## config.mk

```make
export PLATFORM = sky130hd
export DESIGN_NAME = rf_scoreboard
export DESIGN_NICKNAME = d
export VERILOG_FILES = /design/src/rtl/rf_scoreboard.sv
export SDC_FILE = /design/constraint.sdc
export NUM_CORES = 2
export LEC_CHECK = 0
export CAP_MARGIN = 20
export CELL_PAD_IN_SITES_DETAIL_PLACEMENT = 0
export CELL_PAD_IN_SITES_GLOBAL_PLACEMENT = 2
export CORE_AREA = 2 2 371 373
export DETAILED_ROUTE_END_ITERATION = 16
export DIE_AREA = 0 0 373 375
export HOLD_SLACK_MARGIN = 0.06
export PLACE_DENSITY_LB_ADDON = 0.1
export SYNTH_ARGS = -nofsm -noshare
export SYNTH_HDL_FRONTEND = slang
export SYNTH_SLANG_ARGS = --single-unit
export TNS_END_PERCENT = 20
```

## constraint.sdc

```tcl
create_clock -name clk -period 3.35 [get_ports clk]
set_input_delay 0.67 -clock clk [delete_from_list [all_inputs] [get_ports clk]]
set_output_delay 0.67 -clock clk [all_outputs]
set_load 0.05 [all_outputs]
```

## src/rtl/rf_scoreboard.sv

```systemverilog
// rf_scoreboard: multi-read-port register file with per-register pending-write scoreboard
//   Ports: clk, rst (async active-low); rd_addr/rd_data/rd_busy (NRD combinational read ports);
//   wr_en/wr_addr/wr_data (writeback); alloc_en/alloc_addr/alloc_stall (producer issue);
//   flush (clear all pending counters). Optional same-cycle write bypass: define RF_BYPASS_EN.
module rf_scoreboard #(
  parameter int DATA_W = 32,
  parameter int ADDR_W = 5,
  parameter int NRD    = 2,
  parameter int CNT_W  = 2
) (
  input  logic                  clk,
  input  logic                  rst,
  input  logic [NRD*ADDR_W-1:0] rd_addr,
  output logic [NRD*DATA_W-1:0] rd_data,
  output logic [NRD-1:0]        rd_busy,
  input  logic                  wr_en,
  input  logic [ADDR_W-1:0]     wr_addr,
  input  logic [DATA_W-1:0]     wr_data,
  input  logic                  alloc_en,
  input  logic [ADDR_W-1:0]     alloc_addr,
  output logic                  alloc_stall,
  input  logic                  flush
);
  localparam int DEPTH = 1 << ADDR_W;
  logic [DATA_W-1:0] mem [DEPTH];
  logic [CNT_W-1:0] pend [DEPTH];
  logic wrHit, decEn, allocHit, incEn;
  // entry 0 and pend[0] stay at their reset value of 0, so x0 reads as 0 / not busy
  assign wrHit = wr_en && wr_addr != '0;
  assign decEn = wrHit && pend[wr_addr] != '0;
  assign allocHit = alloc_en && alloc_addr != '0;
  // a full counter can still accept a new producer if one retires in the same cycle
  assign alloc_stall = allocHit && pend[alloc_addr] == {CNT_W{1'b1}} && !(decEn && wr_addr == alloc_addr);
  assign incEn = allocHit && !alloc_stall;
  always_ff @(posedge clk or negedge rst)
    if (!rst)
      for (int i = 0; i < DEPTH; i++) begin
        mem[i] <= '0;
        pend[i] <= '0;
      end
    else
      for (int i = 1; i < DEPTH; i++) begin
        if (wrHit && wr_addr == ADDR_W'(i)) mem[i] <= wr_data;
        pend[i] <= flush ? '0 : pend[i] + CNT_W'(incEn && alloc_addr == ADDR_W'(i)) - CNT_W'(decEn && wr_addr == ADDR_W'(i));
      end
  for (genvar k = 0; k < NRD; k++) begin : g_rd
    logic [ADDR_W-1:0] a;
    logic byp;
    assign a = rd_addr[k*ADDR_W +: ADDR_W];
`ifdef RF_BYPASS_EN
    assign byp = wrHit && wr_addr == a;
`else
    assign byp = 1'b0;
`endif
    // a bypassed read sees the write's data and the counter as if already decremented
    assign rd_data[k*DATA_W +: DATA_W] = byp ? wr_data : mem[a];
    assign rd_busy[k] = byp ? pend[a] > CNT_W'(1) : pend[a] != '0;
  end
endmodule

```

* Word-level counts from Yosys, hierarchy flattened
Index checks and enable logic that the tools add are counted.
Storage, ports and cells: register bits after elaboration 1054, bits of input ports 57, output and inout bits 67, logic and storage cells 352
Cells by class: add/sub/neg operators 62, order comparisons 4, eq/ne operators 64, mux-type cells 49, bitwise logic cells 4, reduce and logical (&&, ||, !) cells 107
Operators by type and width (number):
- 32-bit binary-select mux with 5-bit select | 2
- 5-bit equality test (second input constant) | 32
- 32-bit two-way mux | 4
- 1-bit logical AND | 100
- 5-bit by 4-bit equality test with 1-bit output (second input constant) | 16
- 2-bit two-way mux | 39
- 2-bit by 1-bit adder with 2-bit output | 31
- 2-bit by 1-bit subtractor with 2-bit output | 31
- 2-bit binary-select mux with 5-bit select | 4
- 5-bit by 3-bit equality test with 1-bit output (second input constant) | 8
- 6-bit >= comparator (second input constant) | 4
- 5-bit inverter with 6-bit output | 4
- 5-bit by 2-bit equality test with 1-bit output (second input constant) | 4
- 5-bit by 1-bit equality test with 1-bit output (second input constant) | 2
- 5-bit nonzero test | 2
- 2-bit nonzero test | 3
- 5-bit equality test | 1
- 2-bit equality test (second input constant) | 1
- 1-bit zero test | 2

* Longest topological paths before layout
depth after elaboration 15, depth in mapped cells 15, gate-level depth less buffers 12

* Worst setup path before layout
No wires, ideal clock.
path type input -> output, start point in rd_addr[6], end point out rd_busy[1], arrival time 3.173 ns, data required time 2.680 ns, setup slack -0.493 ns, cell stages on the path 7, buffers on the path 3, path through clkbuf_1 -> clkbuf_1 -> buf_2 -> mux4_2 -> a211oi_1 -> a211oi_1 -> a21oi_1
Between the ends: word-level cells in the longest chain between the ends 5
RTL lines:
- from (decl) | line 13 | input logic [NRD*ADDR_W-1:0] rd_addr,
- 5-bit inverter with 6-bit output (implied by the code) | line 57 | assign rd_busy[k] = byp ? pend[a] > CNT_W'(1) : pend[a] != '0;
- 2-bit binary-select mux with 5-bit select
- 2-bit two-way mux
- 2-bit two-way mux (implied by the code) | line 57
- 2-bit nonzero test | line 57
- to (decl) | line 15 | output logic [NRD-1:0] rd_busy,
Every way passes these cells. The select of a mux whose other input is x is not followed.

* Worst setup path after layout
start point reg pend[19] (netlist name), end point out alloc_stall
Between the ends: word-level cells in the longest chain between the ends 8, elaborated cells between the ends (all ways) 13, those cells by class eq/ne (1); mux (6); reduce/logical (6)
RTL lines:
- from (decl) | line 26 | logic [CNT_W-1:0] pend [DEPTH];
- from (signal, indexed assignment) | line 44 | pend[i] <= flush ? '0 : pend[i] + CNT_W'(incEn && alloc_addr == ADDR_W'(i)) - CNT_W'(decEn && wr_addr == ADDR_ ...
- 2-bit binary-select mux with 5-bit select | line 30 | assign decEn = wrHit && pend[wr_addr] != '0;
- 2-bit two-way mux (implied by the code) (2 in a row) | line 30
- 2-bit nonzero test | line 30
- 1-bit logical AND | line 30
- 1-bit logical AND | line 33 | assign alloc_stall = allocHit && pend[alloc_addr] == {CNT_W{1'b1}} && !(decEn && wr_addr == alloc_addr);
- 1-bit zero test | line 33
- 1-bit logical AND * | line 33
- to (decl) | line 21 | output logic alloc_stall,
Mark *: on every way between the ends. The rest lies on a longest branch, timed or not. The select of a mux whose other input is x is not followed.

==> reports/results.txt <==
The tools report the number of antenna-violating nets in the routed design as 0. For this run, design rule violations remaining after detail routing come to 0. The worst slew slack as a fraction of its limit was 23.40%. Class of the most critical hold timing path: input pin to flip-flop. Detailed routing inserted a total of 37,200 vias. Grouping stages by cell kind, the critical path spends the most delay in multiplexers. Per report_power, the combinational group accounts for 25.0% of the total. The tools report the number of endpoints failing setup at the final stage as 21. Across the run, the number of max-cap violations was 0. Summing every instance area after synthesis gives 58,070 um2. For the hold violation total from the final report, the log shows 0. Per report_power, the sequential group accounts for 40.5% of the total. Of the total power, the share spent switching nets is 28.26%.

The tools report the startpoint of the most critical setup path as pend[19]$_DFF_PN0_. The flow ran to the end, but the final reports show violations. Clock-pin slew was measured on the worst setup and hold paths at 0.06 ns. On the worst path, the slowest cell contributes a delay of 0.49 ns. Counting distinct cell types in the post-synthesis netlist gives 50.

The number of register bits inferred by synthesis is 1,054. The clock drives 1,054 sinks. The average instance in the mapped netlist occupies 15.62 um2. The run gives 4,149 as the final-stage net count.

Entering global routing, the biggest net connects 99 pins. The final non-filler cell area is 71,460 um2. Overall fraction of global-route tracks in use: 28.73%. Yosys printed 34 warnings. For this run, the detailed router's first-pass iteration total came to 6. The average wire per cell in the routed design came out at 33.60 um.

Cells fill 52.43% of the core in the end. The fraction of final layout cells with drive strength greater than 1 was 61.12%; the buffers plus inverters on the worst setup path was 2. Number of global-route vias before repair: 40,130. In this run the tool buffered the top-level ports with 123 buffer cells.

Traced cell by cell, the critical path runs through mux4_2, mux4_2, a32o_2, o41ai_4, buf_12, nor2_4, buf_6. The first global-routing pass estimated 292,200 um of wire. TritonCTS built the clock tree.

The die covers 139,900 um2. The startpoint identified for the worst register-to-register timing path is pend[19]$_DFF_PN0_. Setup repair after global routing could not meet its margin everywhere. The run gives 0 as the number of inserted diodes. The tools report the violation count after the first detailed-routing iteration as 2,829. The biggest area contributor in the post-synthesis netlist is dfrtp_1. The tools report the number of rows created at floorplan as 136. In this run the static leakage power is 31.02 nW.

Final hold analysis gives a worst-case slack of 0.4293 ns. CTS built an H-tree with a depth of 3. For this design the ratio of total power to cell area is 580.1 nW/um2. The share of total power dissipated in the clock network is 34.5%. After detailed routing, the number of vias per cell comes to 6.279. The critical path in this run is classified as flip-flop to primary output.

Data required time of the critical path: 2.68 ns. Element type at the critical path start: a flip-flop. For the pin with the worst max-slew slack, the measured transition is 1.145 ns.

The maximum vdd ir drop is 452.9 uV. The part of the Yosys area used for sequential elements came out at 45.42%. The share of synthesized area in the top cell type comes to 45.42%.

The top cell types in the final layout, fill and taps aside, are 1,053 x mux2_2, 1,048 x dfrtp_1, 612 x mux4_2, 254 x buf_4, 192 x buf_12. The final estimated routing congestion in global placement was 0.8947. The achievable clock frequency is 284.2 MHz. The run gives 0.01172 W as the net switching power figure. The data arrival time of the worst path is 2.85 ns. The logs give 6 for the initial antenna violation count and 3,719 for the gate count of the mapped netlist.

Leaving out fill and tap cells, the most frequent cell in the layout is mux2_2. The floorplan step set the die width to 373 um. The run gives 3,838 as the net count of the mapped netlist. The internal portion of the total power is 0.02974 W. The tools report the number of ports placed on the die boundary as 124. Timing analysis after detailed placement gives a worst setup slack of -0.8343 ns.

The clock passes through at most 3 buffers. TritonCTS created 119 clock buffers. The most numerous cell type found on the critical path is mux4_2. Type of destination of the critical path: a primary output. In the post-synthesis netlist, the biggest area contributors are dfrtp_1 45%, mux4_2 24%, mux2_2 21%.

The floorplan core area came out at 136,300 um2. The logs give 128,300 um for the detailed placement HPWL and 199,100 um for the total length of routed wires. The worst hold path begins at flush. Once placement finished, the instance area stood at 65,500 um2. The tools report the overall power after layout as 0.04145 W.

The final reports fail on setup timing. The slowest stage of the critical path belongs to the cell mux4_2. The minimum clock period came out at 3.518 ns. Summed over all layers, the global routing overflow is 0.

The final critical path takes up 105.0% of the cycle. The maximum fanout along the worst path was 3; the final worst-path setup slack was -0.1684 ns. At the later pin of the worst-skew pair, clock insertion delay measures 0.74 ns. Between clock sinks in the finished design, the worst skew comes to 0.01628 ns.

For this configuration, the core starts out at a cell density of 42.61%. The count of pins over their slew limit was 0. The tree is rooted in a clkbuf_16. Measured along the y axis, the die boundary spans 375 um.

The area added between synthesis and finish is 23.05%.
## power groups by stage
stage | clock, W | combinational (W) | sequential (W)
after global routing | 0.0151 | 0.0109 | 0.0171
after floorplan | 0 | 0.00678 | 0.0164
after detailed placement | 0 | 0.00998 | 0.0170
final | 0.0143 | 0.0103 | 0.0168
after CTS | 0.0146 | 0.0103 | 0.0168
after global placement | 0 | 0.00977 | 0.0167
## area by class of cell
cell class	count	area [um2]
flip-flops and latches	1054	26380
repair buffers	578	7929
fillers	10980	64840
clock buffers	172	3538
well taps	1794	2245
multi-input cells	2244	30510
inverters	33	123.9
clock inverters	50	728.2
## repair_timing
action,4_1_cts,5_1_grt
resized for setup,147,27
endpoints found under the hold margin,54,0
buffers inserted,12,19
cloned,19,3
endpoints found under the setup margin,74,55
pin swaps,5,2
hold buffers,1,0
## sequential cells by signal (all words and copies together), names as in the netlist
| register | cells |
|---|---|
| mem | 992 |
| pend | 62 |
## per-stage QoR
stage	setup TNS (ns)	cells
floorplan	-5.638	3719
global placement	-164.72	5643
detailed placement	-190.46	5643
CTS	-2.002	5897
global route	-1.402	5925
finish	-0.4867	5925
## path summary, 6_finish.rpt
kind | to | slack, ns | cells after the start
max reg2reg | pend[9]$_DFF_PN0_ | 0.11 | 14
min in group asynchronous | pend[15]$_DFF_PN0_ | 0.52 | 2
min | pend[56]$_DFF_PN0_ | 0.43 | 2
min reg2reg | mem[698]$_DFFE_PN0P_ | 0.51 | 1
max | alloc_stall | -0.17 | 7
max in group asynchronous | mem[54]$_DFFE_PN0P_ | 1.71 | 4
## metal layers
| metal | global-route usage, % | vias to the layer above | part of all wire [%] |
|---|---|---|---|
| met1 | 39.68 | 20590 | 43 |
| met4 | 10.45 | 8 | 3.9 |
| met2 | 45.82 | 1203 | 47 |
| met3 | 4.962 | 388 | 6.0 |
| li1 | - | 15010 | - |
| met5 | 0 | - | 0.023 |
## cells by family (layout without fill, tap and decap cells)
logic type                 count (synthesis)  count (layout)  share of synthesized area (%)
AOI/OAI and AO/OA                         92              92                          1.360
xor gates and xnor gates                  67              67                          1.010
adders and majority gates                 62              62                          1.336
buffers and inverters                    421             833                          2.988
DFF                                     1054            1054                          45.42
muxes                                   1740            1740                          45.60
and+or+nand+nor                          283             283                          2.292
## cells in the mapped netlist, drive strengths merged
cell / n
mux2: 1123
dfrtp: 1054
mux4: 612
clkbuf: 201
buf: 187
nor2: 124
a22o: 64
ha: 62
nand2: 47
nor2b: 38
xor2: 34
inv: 33
xnor2: 33
nor3: 32
nand3: 16
nand2b: 8
or2: 8
a21oi: 5
mux2i: 5
a211oi: 4
a221oi: 4
nand4: 2
nor3b: 2
o221ai: 2
o41ai: 2
or4b: 2
a22oi: 1
a2bb2oi: 1
a31oi: 1
a32o: 1
and2: 1
and3b: 1
nor4: 1
o21ai: 1
o21bai: 1
o22a: 1
o22ai: 1
o2bb2ai: 1
o31ai: 1
o32ai: 1
or3: 1
No activity file was read; power rests on OpenSTA's default activity.
